`src/rtl/rx_frame_sequencer.sv`:
```
// Groups UART bytes into 2-byte frames and commits four display nibbles per good frame.
// Bad frames show ERR_CODE on every digit; a missing second byte is dropped after a timeout.
module rx_frame_sequencer #(
  parameter int          TIMEOUT_CYCLES = 1_000_000,
  parameter int          TMR_W          = 20,
  parameter logic [3:0]  ERR_CODE       = 4'hB
) (
  input  logic       clk,
  input  logic       reset,
  input  logic [7:0] Rx_DATA,
  input  logic       Rx_VALID,
  input  logic       Rx_FERROR,
  input  logic       Rx_PERROR,
  input  logic       sclr,
  output logic [3:0] digit1,
  output logic [3:0] digit2,
  output logic [3:0] digit3,
  output logic [3:0] digit4,
  output logic       frame_done,
  output logic       frame_err,
  output logic       timeout,
  output logic [7:0] err_count
);

  typedef enum logic {IDLE, WAIT2} state_t;

  localparam logic [TMR_W-1:0] TMR_LAST = TMR_W'(TIMEOUT_CYCLES - 1);

  state_t           state;
  logic [TMR_W-1:0] timer;
  logic [7:0]       byte0;
  logic             err_pend;
  logic             byte_bad;

  function automatic logic [7:0] sat_inc(input logic [7:0] v);
    return (v == 8'hFF) ? v : v + 8'd1;
  endfunction

  assign byte_bad = Rx_FERROR | Rx_PERROR;

  // First byte of a frame is pure data; a reset simply leaves it stale.
  always_ff @(posedge clk) begin
    if (!reset && !sclr && state == IDLE && Rx_VALID)
      byte0 <= Rx_DATA;
  end

  always_ff @(posedge clk) begin
    if (reset) begin
      state      <= IDLE;
      timer      <= '0;
      err_pend   <= 1'b0;
      digit1     <= 4'h0;
      digit2     <= 4'h0;
      digit3     <= 4'h0;
      digit4     <= 4'h0;
      frame_done <= 1'b0;
      frame_err  <= 1'b0;
      timeout    <= 1'b0;
      err_count  <= 8'h00;
    end else begin
      frame_done <= 1'b0;
      frame_err  <= 1'b0;
      timeout    <= 1'b0;
      if (sclr) begin
        state    <= IDLE;
        timer    <= '0;
        err_pend <= 1'b0;
      end else begin
        case (state)
          IDLE: begin
            if (Rx_VALID) begin
              err_pend <= byte_bad;
              timer    <= '0;
              state    <= WAIT2;
            end
          end
          WAIT2: begin
            timer <= timer + TMR_W'(1);
            // A strobe on the expiry cycle still completes the frame.
            if (Rx_VALID) begin
              if (err_pend || byte_bad) begin
                digit1    <= ERR_CODE;
                digit2    <= ERR_CODE;
                digit3    <= ERR_CODE;
                digit4    <= ERR_CODE;
                frame_err <= 1'b1;
                err_count <= sat_inc(err_count);
              end else begin
                digit1     <= byte0[7:4];
                digit2     <= byte0[3:0];
                digit3     <= Rx_DATA[3:0];
                digit4     <= Rx_DATA[7:4];
                frame_done <= 1'b1;
              end
              err_pend <= 1'b0;
              state    <= IDLE;
            end else if (timer == TMR_LAST) begin
              timeout   <= 1'b1;
              err_count <= sat_inc(err_count);
              err_pend  <= 1'b0;
              state     <= IDLE;
            end
          end
          default: state <= IDLE;
        endcase
      end
    end
  end

endmodule

```
`config.mk`:
```
export PLATFORM = sky130hd
export DESIGN_NAME = rx_frame_sequencer
export DESIGN_NICKNAME = d
export VERILOG_FILES = /design/src/rtl/rx_frame_sequencer.sv
export SDC_FILE = /design/constraint.sdc
export NUM_CORES = 1
export LEC_CHECK = 0
export ABC_AREA = 1
export BUFFER_PORTS_ARGS = -buffer_cell sky130_fd_sc_hd__buf_2
export CORE_ASPECT_RATIO = 1.4
export CORE_MARGIN = 2
export CORE_UTILIZATION = 45
export DETAILED_ROUTE_END_ITERATION = 10
export PLACE_DENSITY = 0.65
export REMOVE_ABC_BUFFERS = 1
export SLEW_MARGIN = 15
export SYNTH_ARGS = -nofsm -noshare
export SYNTH_HDL_FRONTEND = slang
export SYNTH_SLANG_ARGS = --single-unit
```
`constraint.sdc`:
```
create_clock -name clk -period 1.9 [get_ports clk]
set_input_delay 0.19 -clock clk [delete_from_list [all_inputs] [get_ports clk]]
set_output_delay 0.19 -clock clk [all_outputs]
set_load 0.005 [all_outputs]
```
==> metrics, run 1 <==
row count 33; post-layout util 0.555; synth warn 0; combinational power share 0.047; global route total overflow 0; post-CTS setup buffers 0; # DRC 0; Via Count approximately 2,400; Setup-failing EPs final 0; layout cells sized above 1 0.255; WHS Endpoint byte0[5]; Seq pwr share 0.470; cell leakage power 1.27 nW; port bufs 40; R2R depth 8; CTS Sinks 57; Setup Skew between 0.008 and 0.009 ns; Yosys top cell by area dfxtp_1; most frequent cells in the layout nand2_1 (85), dfxtp_1 (49), buf_2 (40), nor2_1 (36), inv_1 (30); hold buffer count at cts 0; status complete, no violations; CTS tree yes; routability cong. around 0.87; RSZ-0062 raised after global routing false; Clock Latency Late Sink roughly 0.34 ns; Final Max Slew Viols 0; fin crit share 0.862; synthesized area approximately 0.0027 mm2; Post-Route WL 6080 um; Worst Path Max Fanout 8; Final Hold Vio Count 0; Core ar. between 0.005 and 0.006 mm2; Post-Synthesis Cells 352; Worst Path Arrival between 1.5 and 2 ns; H-tree depth 3; Synth area leaders dfxtp_1 (36%), nand2_1 (12%), edfxtp_1 (8.8%); Distinct cells, synth 36; maximum clock path buffer count 2; Initial Util 0.468; area delta synth->final 18.6%; mean cell area of the mapped netlist just under 8 um2; Die ar. ~0.0067 mm2; CTS Root Cell clkbuf_8; Setup CP Type flip-flop to flip-flop; commonest non-fill, non-tap cell in the layout nand2_1; initial antenna violation count 0; Max-Slew Margin vs Limit 0.724; Hold Path Cell Cnt 1; hold path start Rx_DATA[5]; Critical Path Source Type flip-flop; #FFs+latches synth 57; CTS Buf Count 9; setup TNS 0 ns; clock slew at reported path FFs approximately 0.08 ns; switching part of the total 0.233; post-DP HPWL around 4500 um; reg2reg end err_count[4]; chip width about 70 um; Synth top area share 0.358; first-pass GRT wire length 9920 um; switching pwr 0.000617 W; Fillers about 570; fmax 610 MHz; antenna diode count 0; Hold Path Class primary input to flip-flop; power per cell area 813 mW/mm2; Resize count post-CTS 0; Antenna Violating Nets Remaining 0; nets@finish 415; Avg WL per Cell around 13 um; R2R Path Start timer[0]; Seq/Total Area, Yosys 0.445; vias in the first global route ~2,200; Iter 0 DRT Violations roughly 110; Slew @ Worst Pin between 0.4 and 0.5 ns; largest net degree at the start of global routing 28; Crit path required time between 2 and 2.5 ns; Initial DRT Pass Iterations 4; clock power share 0.483; Die Ht slightly below 100 um; r2r setup slk 0.26 ns; P_int ~0.002 W; I/O pin count 41; max-cap violations 0; GRT Total Usage 0.188; via-per-instance ratio between 5 and 6; crit path time final 1.64 ns; peak supply drop 0.000387 V; CP endpoint kind flip-flop
[worst max-delay path: stages, from the launching register on]
cell	delay, ns
dfxtp_1	0.39
ha_1	0.21
nand3_1	0.17
nor2_1	0.14
nand3_1	0.10
nand2_2	0.19
buf_4	0.19
nand3_2	0.07
a21oi_2	0.13
[cell usage after synthesis, drive strengths merged]
library cell / count
o21bai: 12
clkbuf: 4
edfxtp: 8
o21ai: 8
ha: 2
o22ai: 1
nand3b: 2
xor2: 4
clkinv: 1
inv: 35
nor2: 46
nor4: 1
a21oi: 32
a211oi: 1
a32oi: 1
nand4: 5
dfxtp: 49
o21a: 1
nand3: 22
buf: 8
a22oi: 4
nor3: 13
nor3b: 2
nand2: 90
[metrics by stage]
step | std cells | total power, W | hold WS [ns] | area [um2] | setup WS, ns
floorplan | 340 | 0.00133 | 0.252 | 2680 | 0.305
global placement | 458 | 0.00140 | 0.384 | 3030 | 0.299
detailed placement | 458 | 0.00140 | 0.391 | 3030 | 0.291
CTS | 474 | 0.00267 | 0.0330 | 3250 | 0.254
global route | 474 | 0.00274 | 0.0207 | 3250 | 0.0752
finish | 474 | 0.00265 | 0.0467 | 3250 | 0.262
[sequential cells by signal (all words and copies together) (netlist names), 4 cells and up]
signal / cells
digit4: 4
digit3: 4
timer: 20
digit1: 4
byte0: 8
digit2: 4
err_count: 8
[layer usage]
| layer | wire (um) | up-vias | track usage |
|---|---|---|---|
| li1 | - | 1247 | - |
| met1 | 2750 | 1120 | 0.214 |
| met2 | 3020 | 42 | 0.328 |
| met3 | 216 | 8 | 0.0581 |
| met4 | 96 | 0 | 0.0833 |
| met5 | 0 | - | 0 |
[final cells by class]
cell class                      instances  area (um2)  share of cell area
Inverter                               36         135              0.0415
Clock inverter                          7         103              0.0315
Clock buffer                            9         124              0.0381
Timing Repair Buffer                   48         260              0.0800
Sequential cell                        57        1220               0.375
Multi-Input combinational cell        247        1320               0.407
Tap cell                               70        87.6              0.0269
[power groups by stage]
stage                     Sequential [W]  Combinational [W]  Clock [W]
after floorplan                  0.00127          0.0000567          0
after global placement           0.00127           0.000125          0
after detailed placement         0.00127           0.000126          0
after CTS                        0.00124           0.000127    0.00130
after global routing             0.00124           0.000139    0.00136
final                            0.00124           0.000125    0.00128
[cell families after synthesis]
group | synth area share
and+or+nand+nor | 0.321
AOI/OAI and AO/OA | 0.140
DFF | 0.445
buffers and inverters | 0.0725
xor gates and xnor gates | 0.0128
adders and majority gates | 0.00912
[worst max path at each step]
stage	slack, ns	startpoint	cells past startpoint	to
floorplan	0.31	state	6	digit1[2]
global placement	0.30	timer[0]	8	err_count[4]
detailed placement	0.29	timer[0]	8	err_count[4]
CTS	0.25	timer[0]	8	err_count[4]
global route	0.08	timer[0]	8	err_count[7]
finish	0.26	timer[0]	8	err_count[4]
Note: power is estimated with default switching activity, not from simulation.
==> inputs of run 2 (changes only) <==
Settings changed: REMOVE_ABC_BUFFERS 1 to not set.
==> metrics, run 2 (same netlist as run 1, synthesis figures left out) <==
status complete, no violations; via-per-instance ratio 5.11 (+0.29%); Initial DRT Pass Iterations 5 (+1); Crit-path slowest cell dfxtp_1; P_int 0.00204 W (+0.76%); clock slew at reported path FFs 0.07 ns (about the same); initial antenna violation count 0 (unchanged); routability cong. 0.889 (+2.0%); CTS Sinks 57 (unchanged); Core ar. 0.00586 mm2 (unchanged); Finished Cell Area 0.00324 mm2 (-0.31%); Setup Skew 0.00892 ns (+0.0000571 ns); CTS tree yes; H-tree depth 3 (unchanged); RSZ-0062 raised after global routing false; DP Area 0.00302 mm2 (-0.25%); Final Max Slew Viols 0 (unchanged); Antenna Violating Nets Remaining 0 (unchanged); Fillers 551 (-3.2%); Worst Path Max Fanout 7 (-1); area delta synth->final 18.2%; Final Hold Vio Count 0 (unchanged); Setup CP Type flip-flop to flip-flop; port bufs 40 (unchanged); chip width 70.0 um (unchanged); final std cells w/o fill 473 (-0.21%); Initial Util 0.468 (unchanged); hold buffer count at cts 0 (unchanged); Slew @ Worst Pin 0.384 ns (-0.0285 ns); R2R Path Start timer[0]; global route total overflow 0 (unchanged); Seq pwr share 0.475 (+0.005); Max-Slew Margin vs Limit 0.742 (+0.0172); Worst Slack Setup Final 0.238 ns (-0.0235 ns); nets@finish 414 (-0.24%); Syn Nets between 300 and 400; Clock Latency Late Sink 0.33 ns (about the same); Hold Path Class primary input to flip-flop; Setup-failing EPs final 0 (unchanged); R2R depth 8 (unchanged); peak supply drop 0.000371 V (-4.2%); Worst Path Arrival 1.92 ns (about the same); switching pwr 0.000577 W (-6.5%); most frequent CP cell nand3_1; crit path time final 1.66 ns (+0.0235 ns); Die Ht 96.4 um (unchanged); Max stage delay on crit path 0.38 ns (about the same); fin crit share 0.875 (+0.0123); worst setup path start timer[0]; Die ar. 0.00675 mm2 (unchanged); CP endpoint kind flip-flop; Crit path required time 2.16 ns (about the same); Via Count 2,419 (+0.083%); max-cap violations 0 (unchanged); largest net degree at the start of global routing 27 (-3.6%); reg2reg end err_count[6]; Iter 0 DRT Violations 110 (+1.9%); I/O pin count 41 (unchanged); vias in the first global route 2,296 (+4.7%); # DRC 0 (unchanged); post-DP HPWL 4400 um (-1.6%); CTS Buf Count 9 (unchanged); layout cells sized above 1 0.253 (-0.00185); combinational power share 0.047 (about the same); commonest non-fill, non-tap cell in the layout nand2_1; Post-Route WL 6170 um (+1.4%); largest register by flop count timer; maximum clock path buffer count 2 (unchanged); fmax 602 MHz (-1.4%); switching part of the total 0.220 (-0.0132); crit path cell chain ha_1 > nand3_1 > nor2_1 > nand3_1 > nand2_2 > buf_4 > nand3_2 > a21oi_2; cell leakage power 1.27 nW (-0.44%); antenna diode count 0 (unchanged); Avg WL per Cell 13.0 um (+1.6%); r2r setup slk 0.24 ns (-0.02 ns); Largest register FFs 20 (unchanged); GRT Total Usage 0.195 (+0.00634); first-pass GRT wire length 10,200 um (+3.0%); row count 33 (unchanged); CTS Root Cell clkbuf_8; power per cell area 808 mW/mm2 (-0.64%); setup TNS 0 ns (unchanged); Setup crit end err_count[6]; dpl ws 0.234 ns (-0.0569 ns); largest registers timer (20), byte0 (8), err_count (8); Cells after DPL 457 (-0.22%); clock power share 0.477 (-0.006); Critical Path Source Type flip-flop; most frequent cells in the layout nand2_1 (85), dfxtp_1 (49), buf_2 (40), nor2_1 (36), inv_1 (30)
==> run 2: power groups by stage <==
stage | combinational [W] | sequential (W) | clock, W
floorplan | 0.0000754 | 0.00127 | 0
global placement | 0.000124 | 0.00127 | 0
detailed placement | 0.000125 | 0.00127 | 0
CTS | 0.000125 | 0.00125 | 0.00128
global route | 0.000137 | 0.00125 | 0.00133
finish | 0.000124 | 0.00125 | 0.00125
==> run 2: how the worst min path moves through the flow <==
stage	end	from	slack (ns)	cells after the start
finish	byte0[0]	Rx_DATA[0]	0.05	1
global route	byte0[5]	Rx_DATA[5]	0.04	1
CTS	byte0[0]	Rx_DATA[0]	0.04	1
detailed placement	byte0[0]	Rx_DATA[0]	0.39	1
global placement	byte0[5]	Rx_DATA[5]	0.39	1
floorplan	timeout	Rx_VALID	0.27	1
==> run 2: layer usage <==
| layer | global-route usage | wire [um] | part of all wire | up-vias |
|---|---|---|---|---|
| li1 | - | - | - | 1252 |
| met1 | 0.210 | 2680 | 0.44 | 1112 |
| met2 | 0.356 | 3130 | 0.51 | 46 |
| met3 | 0.0488 | 239 | 0.039 | 9 |
| met4 | 0.0978 | 109 | 0.018 | 0 |
| met5 | 0 | 0 | 0 | - |
==> run 2: stage by stage <==
stage / util / power, W / hold slack [ns]
after floorplan: - / 0.00135 / 0.267
after global placement: 0.515 / 0.00140 / 0.389
after detailed placement: 0.515 / 0.00140 / 0.389
after CTS: 0.552 / 0.00265 / 0.0379
after global routing: 0.553 / 0.00271 / 0.0359
final: 0.553 / 0.00262 / 0.0533
==> run 2: timing repair <==
| item | 4_1_cts | 5_1_grt |
|---|---|---|
| resized for setup | 0 | 1 |
| setup endpoints to repair | 0 | 1 |
| setup buffers | 0 | 0 |
==> run 2: area by class of cell <==
class / count / area [um2] / share of cell area
clock buffers: 10 / 138 / 0.0424
clock inverters: 6 / 81.3 / 0.0251
inverters: 36 / 135 / 0.0417
multi-input cells: 247 / 1330 / 0.410
flip-flops and latches: 57 / 1220 / 0.376
well taps: 70 / 87.6 / 0.0270
repair buffers: 47 / 253 / 0.0779
==> run 2: worst max-delay path: cells and delay by family (launching register included) <==
family / cells / cell delay [ns]
compound gates: 1 / 0.13
flops: 1 / 0.38
fa+ha+maj: 1 / 0.22
simple gates: 5 / 0.68
buf+inv: 1 / 0.20
